[config.mk]
export PLATFORM = sky130hd
export DESIGN_NAME = gaussian_pair_gen
export DESIGN_NICKNAME = d
export VERILOG_FILES = /design/src/rtl/gaussian_pair_gen.sv
export SDC_FILE = /design/constraint.sdc
export NUM_CORES = 1
export LEC_CHECK = 0
export ABC_CLOCK_PERIOD_IN_PS = 4840
export CORE_MARGIN = 5
export CORE_UTILIZATION = 30
export CTS_BUF_LIST = sky130_fd_sc_hd__clkbuf_8
export DETAILED_ROUTE_END_ITERATION = 10
export GPL_TIMING_DRIVEN = 0
export SYNTH_ARGS = -nofsm -noshare
export SYNTH_HDL_FRONTEND = slang
export SYNTH_SLANG_ARGS = --single-unit
[constraint.sdc]
create_clock -name clk -period 4.84 [get_ports clk]
set_clock_uncertainty 0.2 [all_clocks]
set_input_delay 0.968 -clock clk [delete_from_list [all_inputs] [get_ports clk]]
set_output_delay 0.968 -clock clk [all_outputs]
set_load 0.03 [all_outputs]
[src/rtl/gaussian_pair_gen.sv]
// gaussian_pair_gen: two independent xorshift32 channels. Each channel sums NSUM
// 18-bit uniforms into an approximately normal sample. The result is centred to
// signed Q4.18 and presented as a pair behind a valid/ready output register.
// Optional build macro: GAUSS_ANTITHETIC_EN. When defined, each fresh pair that
// is transferred is followed by its negation (-G1,-G2).
//
// state   | meaning
// S_ACCUM | summing uniforms; RNGs, acc and cnt advance on edges with en=1
// S_HOLD  | final sums parked in acc while the output register still holds an unconsumed pair
module gaussian_pair_gen #(
  parameter int          NSUM      = 12,
  parameter logic [31:0] SEED_ZERO = 32'h2545F491
) (
  input  logic        clk,
  input  logic        rst,
  input  logic        en,
  input  logic [31:0] seed1,
  input  logic [31:0] seed2,
  input  logic        g_ready,
  output logic        g_valid,
  output logic [22:0] G1,
  output logic [22:0] G2
);

  typedef enum logic {S_ACCUM = 1'b0, S_HOLD = 1'b1} state_t;

  localparam logic [3:0]  CNT_LAST = 4'(NSUM - 1);
  localparam logic [22:0] HALF     = 23'((NSUM / 2) * 262144);

  function automatic logic [31:0] f_xorshift(input logic [31:0] x);
    logic [31:0] y;
    y = x ^ (x << 13);
    y = y ^ (y >> 17);
    y = y ^ (y << 5);
    return y;
  endfunction

  function automatic logic [22:0] f_center(input logic [21:0] acc);
    return {1'b0, acc} - HALF;
  endfunction

  state_t      r_state, w_state_nxt;
  logic [31:0] r_rng1, r_rng2;
  logic [21:0] r_acc1, r_acc2;
  logic [3:0]  r_cnt;
  logic        r_g_valid;
  logic [22:0] r_g1, r_g2;

  logic [31:0] w_rng1_nxt, w_rng2_nxt;
  logic [21:0] w_sum1, w_sum2;
  logic        w_xfer, w_anti_load, w_adv, w_load_sum, w_load_acc;

  assign w_rng1_nxt = f_xorshift(r_rng1);
  assign w_rng2_nxt = f_xorshift(r_rng2);
  assign w_sum1     = r_acc1 + {4'b0000, w_rng1_nxt[31:14]};
  assign w_sum2     = r_acc2 + {4'b0000, w_rng2_nxt[31:14]};
  assign w_xfer     = r_g_valid & g_ready;

`ifdef GAUSS_ANTITHETIC_EN
  localparam logic [22:0] NEG_HALF = 23'd0 - HALF;

  // -(-NSUM/2) is clamped so the output range stays [-NSUM/2, NSUM/2)
  function automatic logic [22:0] f_negate(input logic [22:0] g);
    return (g == NEG_HALF) ? (HALF - 23'd1) : (23'd0 - g);
  endfunction

  logic r_shown_anti;

  // a transfer of a fresh pair is always answered by its negation
  assign w_anti_load = w_xfer & ~r_shown_anti;

  // tracks whether the pair currently in the output register is the negated one
  always_ff @(posedge clk) begin
    if (rst)                          r_shown_anti <= 1'b0;
    else if (w_load_sum | w_load_acc) r_shown_anti <= 1'b0;
    else if (w_anti_load)             r_shown_anti <= 1'b1;
    else if (w_xfer)                  r_shown_anti <= 1'b0;
  end
`else
  assign w_anti_load = 1'b0;
`endif

  // state register
  always_ff @(posedge clk) begin
    if (rst) r_state <= S_ACCUM;
    else     r_state <= w_state_nxt;
  end

  // next state and datapath controls; antithetic loads freeze accumulation for that edge
  always_comb begin
    w_state_nxt = r_state;
    w_adv       = 1'b0;
    w_load_sum  = 1'b0;
    w_load_acc  = 1'b0;
    case (r_state)
      S_ACCUM: begin
        if (en && !w_anti_load) begin
          w_adv = 1'b1;
          if (r_cnt == CNT_LAST) begin
            if (!r_g_valid || g_ready) w_load_sum  = 1'b1;
            else                       w_state_nxt = S_HOLD;
          end
        end
      end
      S_HOLD: begin
        if (w_xfer && !w_anti_load) begin
          w_load_acc  = 1'b1;
          w_state_nxt = S_ACCUM;
        end
      end
      default: w_state_nxt = S_ACCUM;
    endcase
  end

  // RNG state: seeded in reset (zero seed replaced), steps only on accumulate edges
  always_ff @(posedge clk) begin
    if (rst) begin
      r_rng1 <= (seed1 == 32'd0) ? SEED_ZERO : seed1;
      r_rng2 <= (seed2 == 32'd0) ? SEED_ZERO : seed2;
    end else if (w_adv) begin
      r_rng1 <= w_rng1_nxt;
      r_rng2 <= w_rng2_nxt;
    end
  end

  // running sums and uniform counter; the final sum stays in acc while in S_HOLD
  always_ff @(posedge clk) begin
    if (rst || w_load_sum || w_load_acc) begin
      r_acc1 <= '0;
      r_acc2 <= '0;
      r_cnt  <= '0;
    end else if (w_adv) begin
      r_acc1 <= w_sum1;
      r_acc2 <= w_sum2;
      r_cnt  <= r_cnt + 4'd1;
    end
  end

  // output register: loads a new pair, or drops valid after a transfer with nothing to replace it
  always_ff @(posedge clk) begin
    if (rst) begin
      r_g1      <= '0;
      r_g2      <= '0;
      r_g_valid <= 1'b0;
    end else if (w_load_sum) begin
      r_g1      <= f_center(w_sum1);
      r_g2      <= f_center(w_sum2);
      r_g_valid <= 1'b1;
    end else if (w_load_acc) begin
      r_g1      <= f_center(r_acc1);
      r_g2      <= f_center(r_acc2);
      r_g_valid <= 1'b1;
`ifdef GAUSS_ANTITHETIC_EN
    end else if (w_anti_load) begin
      r_g1      <= f_negate(r_g1);
      r_g2      <= f_negate(r_g2);
      r_g_valid <= 1'b1;
`endif
    end else if (w_xfer) begin
      r_g_valid <= 1'b0;
    end
  end

  assign g_valid = r_g_valid;
  assign G1      = r_g1;
  assign G2      = r_g2;

endmodule

==> run summary <==
drt drc - 0
hpwl dp - 24700 um
synth unique cells - 68
Synth Cell Area - 0.00978 mm2
Tmin final - 4.57 ns
starting density of the core - 30.2%
R2R depth - 18
CTS max path bufs - 2
worst r2r dst - G1[21]
crit path DAT - 4.73 ns
vias in the first global route - 8421
Crit Path Class - flop to flop
Mapped Cells - 1051
die width - 191 um
count of final max-slew check failures - 0
CTS tree - built
Hold Path End - G1[19]
Post-DP Area - 0.0115 mm2
grt total ovfl - 0
crit end category - flop
Max Cap Viol - 0
H-tree levels - 4
TritonCTS Sinks - 160
GP Congestion - 0.880
Final Hold Viols - 0
CP startpoint kind - flop
wire per inst - 19.4 um
GR Util All Layers - 17.5%
Async SR Flop Fraction - 0%
Most Crowded Layer GR - met2
worst reg2reg setup slack - 0.27 ns
final period utilization - 94.4%
design area - 0.0121 mm2
Req. time, crit path - 5.00 ns
nets - 1300
Worst Tran Pin Value - 0.948 ns
buffers added on ports - 113
hold_buf cts - 0
antenna diode instance count - 0
critical-path maximum fanout - 5
Worst slew margin - 36.8%
Post-synth EDFFs - 64
Die Y - 191 um
Fin Setup TNS - 0 ns
Synth Flop Type - dfxtp_1
RSZ-0062 raised after global routing - no
hold path cells - 2
first-pass GRT wire length - 49100 um
GR Layer Usage met1 - 25.2%
final number of setup-violating endpoints - 0
worst hold start - G1[19]
Util after Layout - 37.5%
Worst Hold Class - flop to flop
largest net degree at the start of global routing - 65
I/O pins - 115
vias per cell - 5.21
Place WS - -0.249 ns
reg2reg start - r_rng1[13]
run status - finished clean
post-synthesis register bit count - 160
met3 global-route usage - 3.72%
row cnt - 66
Setup WS post-layout - 0.271 ns
layout cells sized above 1 - 9.80%
initial antenna violation count - 0
CTS Buf Count - 17
Seq. cell area - 0.00384 mm2
Fill cells - 3325
1st-pass router iterations - 6
post-synthesis sequential area ratio - 39.3%
DR iter-0 viols - 693
met2 usage in global routing - 27.1%
Area growth syn-to-layout - 24.2%
Syn Nets - 1160
f_max - 219 MHz
Multi-input gate area - 0.00580 mm2
vias - 8575
Avg Synthesized Cell Area - 9.30 um2
Root Buffer - clkbuf_8
Routed WL - 32000 um
Core ar. - 0.0324 mm2
Clock Pin Slew Worst Setup and Hold Paths - 0.11 ns
number of warnings issued by yosys - 0
Clk Latency, worst-skew pair - 0.48 ns
die footprint - 0.0363 mm2
Post-DRT Antenna Nets - 0
-- final cells by class --
cell class              count  area share, %
well taps                 442           4.55
repair buffers            121           9.81
clock buffers              17           1.93
clock inverters            15           1.67
plain buffers              57           2.17
inverters                  15          0.464
multi-input cells         819           47.7
flip-flops and latches    160           31.7
-- registers in the layout (all words and copies together) (netlist names) --
register / flops
r_rng2: 32
G2: 23
r_state: 1
r_rng1: 32
g_valid: 1
r_acc1: 22
G1: 23
r_cnt: 4
r_acc2: 22
-- Yosys cell counts (all sizes together), types with 2 or more instances --
library cell / count / area, um2
o41a: 2 / 23.8
mux2: 31 / 349
a2111oi: 2 / 23.8
a21o: 10 / 76.3
clkbuf: 49 / 214
o2111ai: 3 / 43.8
nor2: 72 / 270
o211ai: 9 / 72.6
edfxtp: 64 / 1920
inv: 15 / 56.3
a31oi: 9 / 77.6
o22a: 28 / 245
o21a: 7 / 52.6
a211oi: 16 / 125
fa: 2 / 40.0
and3: 9 / 56.3
or3: 3 / 18.8
ha: 39 / 488
nand2b: 9 / 56.3
o22ai: 2 / 12.5
a311oi: 24 / 210
a211o: 2 / 20.0
xnor2: 123 / 1080
nor2b: 5 / 31.3
nand4: 11 / 68.8
a21oi: 67 / 335
a31o: 5 / 43.8
dfxtp: 96 / 1920
o21bai: 4 / 30.0
and2: 4 / 25.0
o21ai: 34 / 174
nor3: 14 / 75.1
nor4: 19 / 119
mux2i: 7 / 70.1
or2: 2 / 12.5
buf: 7 / 31.3
and4: 2 / 17.5
xor2: 51 / 447
o31a: 4 / 36.3
nand3: 16 / 80.1
nand2: 160 / 601
-- stage by stage --
stage	hold slack, ns	std cells
2_1_floorplan	0.249	1051
3_3_place_gp	0.240	1606
3_5_place_dp	0.247	1606
4_1_cts	0.261	1638
5_1_grt	0.299	1646
6_report	0.257	1646
-- placed cells by master (no fill, tap or decap), drive strengths merged, types with 5 or more instances in the layout --
cell type      count
a211oi            16
a21o              10
a21oi             67
a311oi            24
a31o               5
a31oi              9
and3               9
buf               15
clkbuf            66
clkdlybuf4s50    113
dfxtp             96
edfxtp            64
ha                39
inv               23
mux2              31
mux2i              7
nand2            160
nand2b             9
nand3             16
nand4             11
nor2              72
nor2b              5
nor3              14
nor4              19
o211ai             9
o21a               7
o21ai             34
o22a              28
xnor2            123
xor2              51
-- cell families after synthesis --
logic type,Yosys count,synth area share (%)
buffers and inverters,72,3.28
xor gates and xnor gates,174,15.6
and+or+nand+nor,329,14.9
AOI/OAI and AO/OA,237,17.2
adders and majority gates,41,5.40
DFF,160,39.3
muxes,38,4.29
-- worst max-delay path: stages (launching register included) --
cell and delay, ns:
edfxtp_1 0.50, xnor2_4 0.30, xnor2_4 0.18, xor2_2 0.23, ha_1 0.21, inv_1 0.06, fa_1 0.43, nor2b_1 0.18
o31a_1 0.20, o211ai_1 0.18, a211oi_2 0.27, nor3_2 0.11, nor3_1 0.23, xor2_1 0.26, ha_2 0.27, nor2_1 0.06
mux2i_1 0.14, mux2i_1 0.08, a2111oi_0 0.37
-- per-layer routing --
layer | up-vias | routed length, um
met5 | - | 0
met4 | 0 | 375
met3 | 28 | 2330
met2 | 301 | 14200
met1 | 4191 | 15100
li1 | 4055 | -
-- repair_timing --
item,CTS,global route
setup endpoints to repair,2,2
gates resized for setup,9,15
buffers inserted,0,8
pin swaps,0,11
-- worst max path at each step --
stage | start | endpoint | slack (ns) | cells after the start
2_1_floorplan | r_rng2[18] | G2[21] | 0.65 | 18
3_3_place_gp | rst | r_rng2[13] | -0.73 | 4
3_5_place_dp | r_rng2[13] | G2[21] | -0.25 | 18
4_1_cts | r_rng2[13] | G2[21] | 0.03 | 18
5_1_grt | r_rng1[13] | G1[21] | 0.002 | 18
6_report | r_rng1[13] | G1[21] | 0.27 | 18
Power is left out: the tool's default activity adds up to more than one toggle a clock period on the data nets, which glitch-free logic cannot reach.
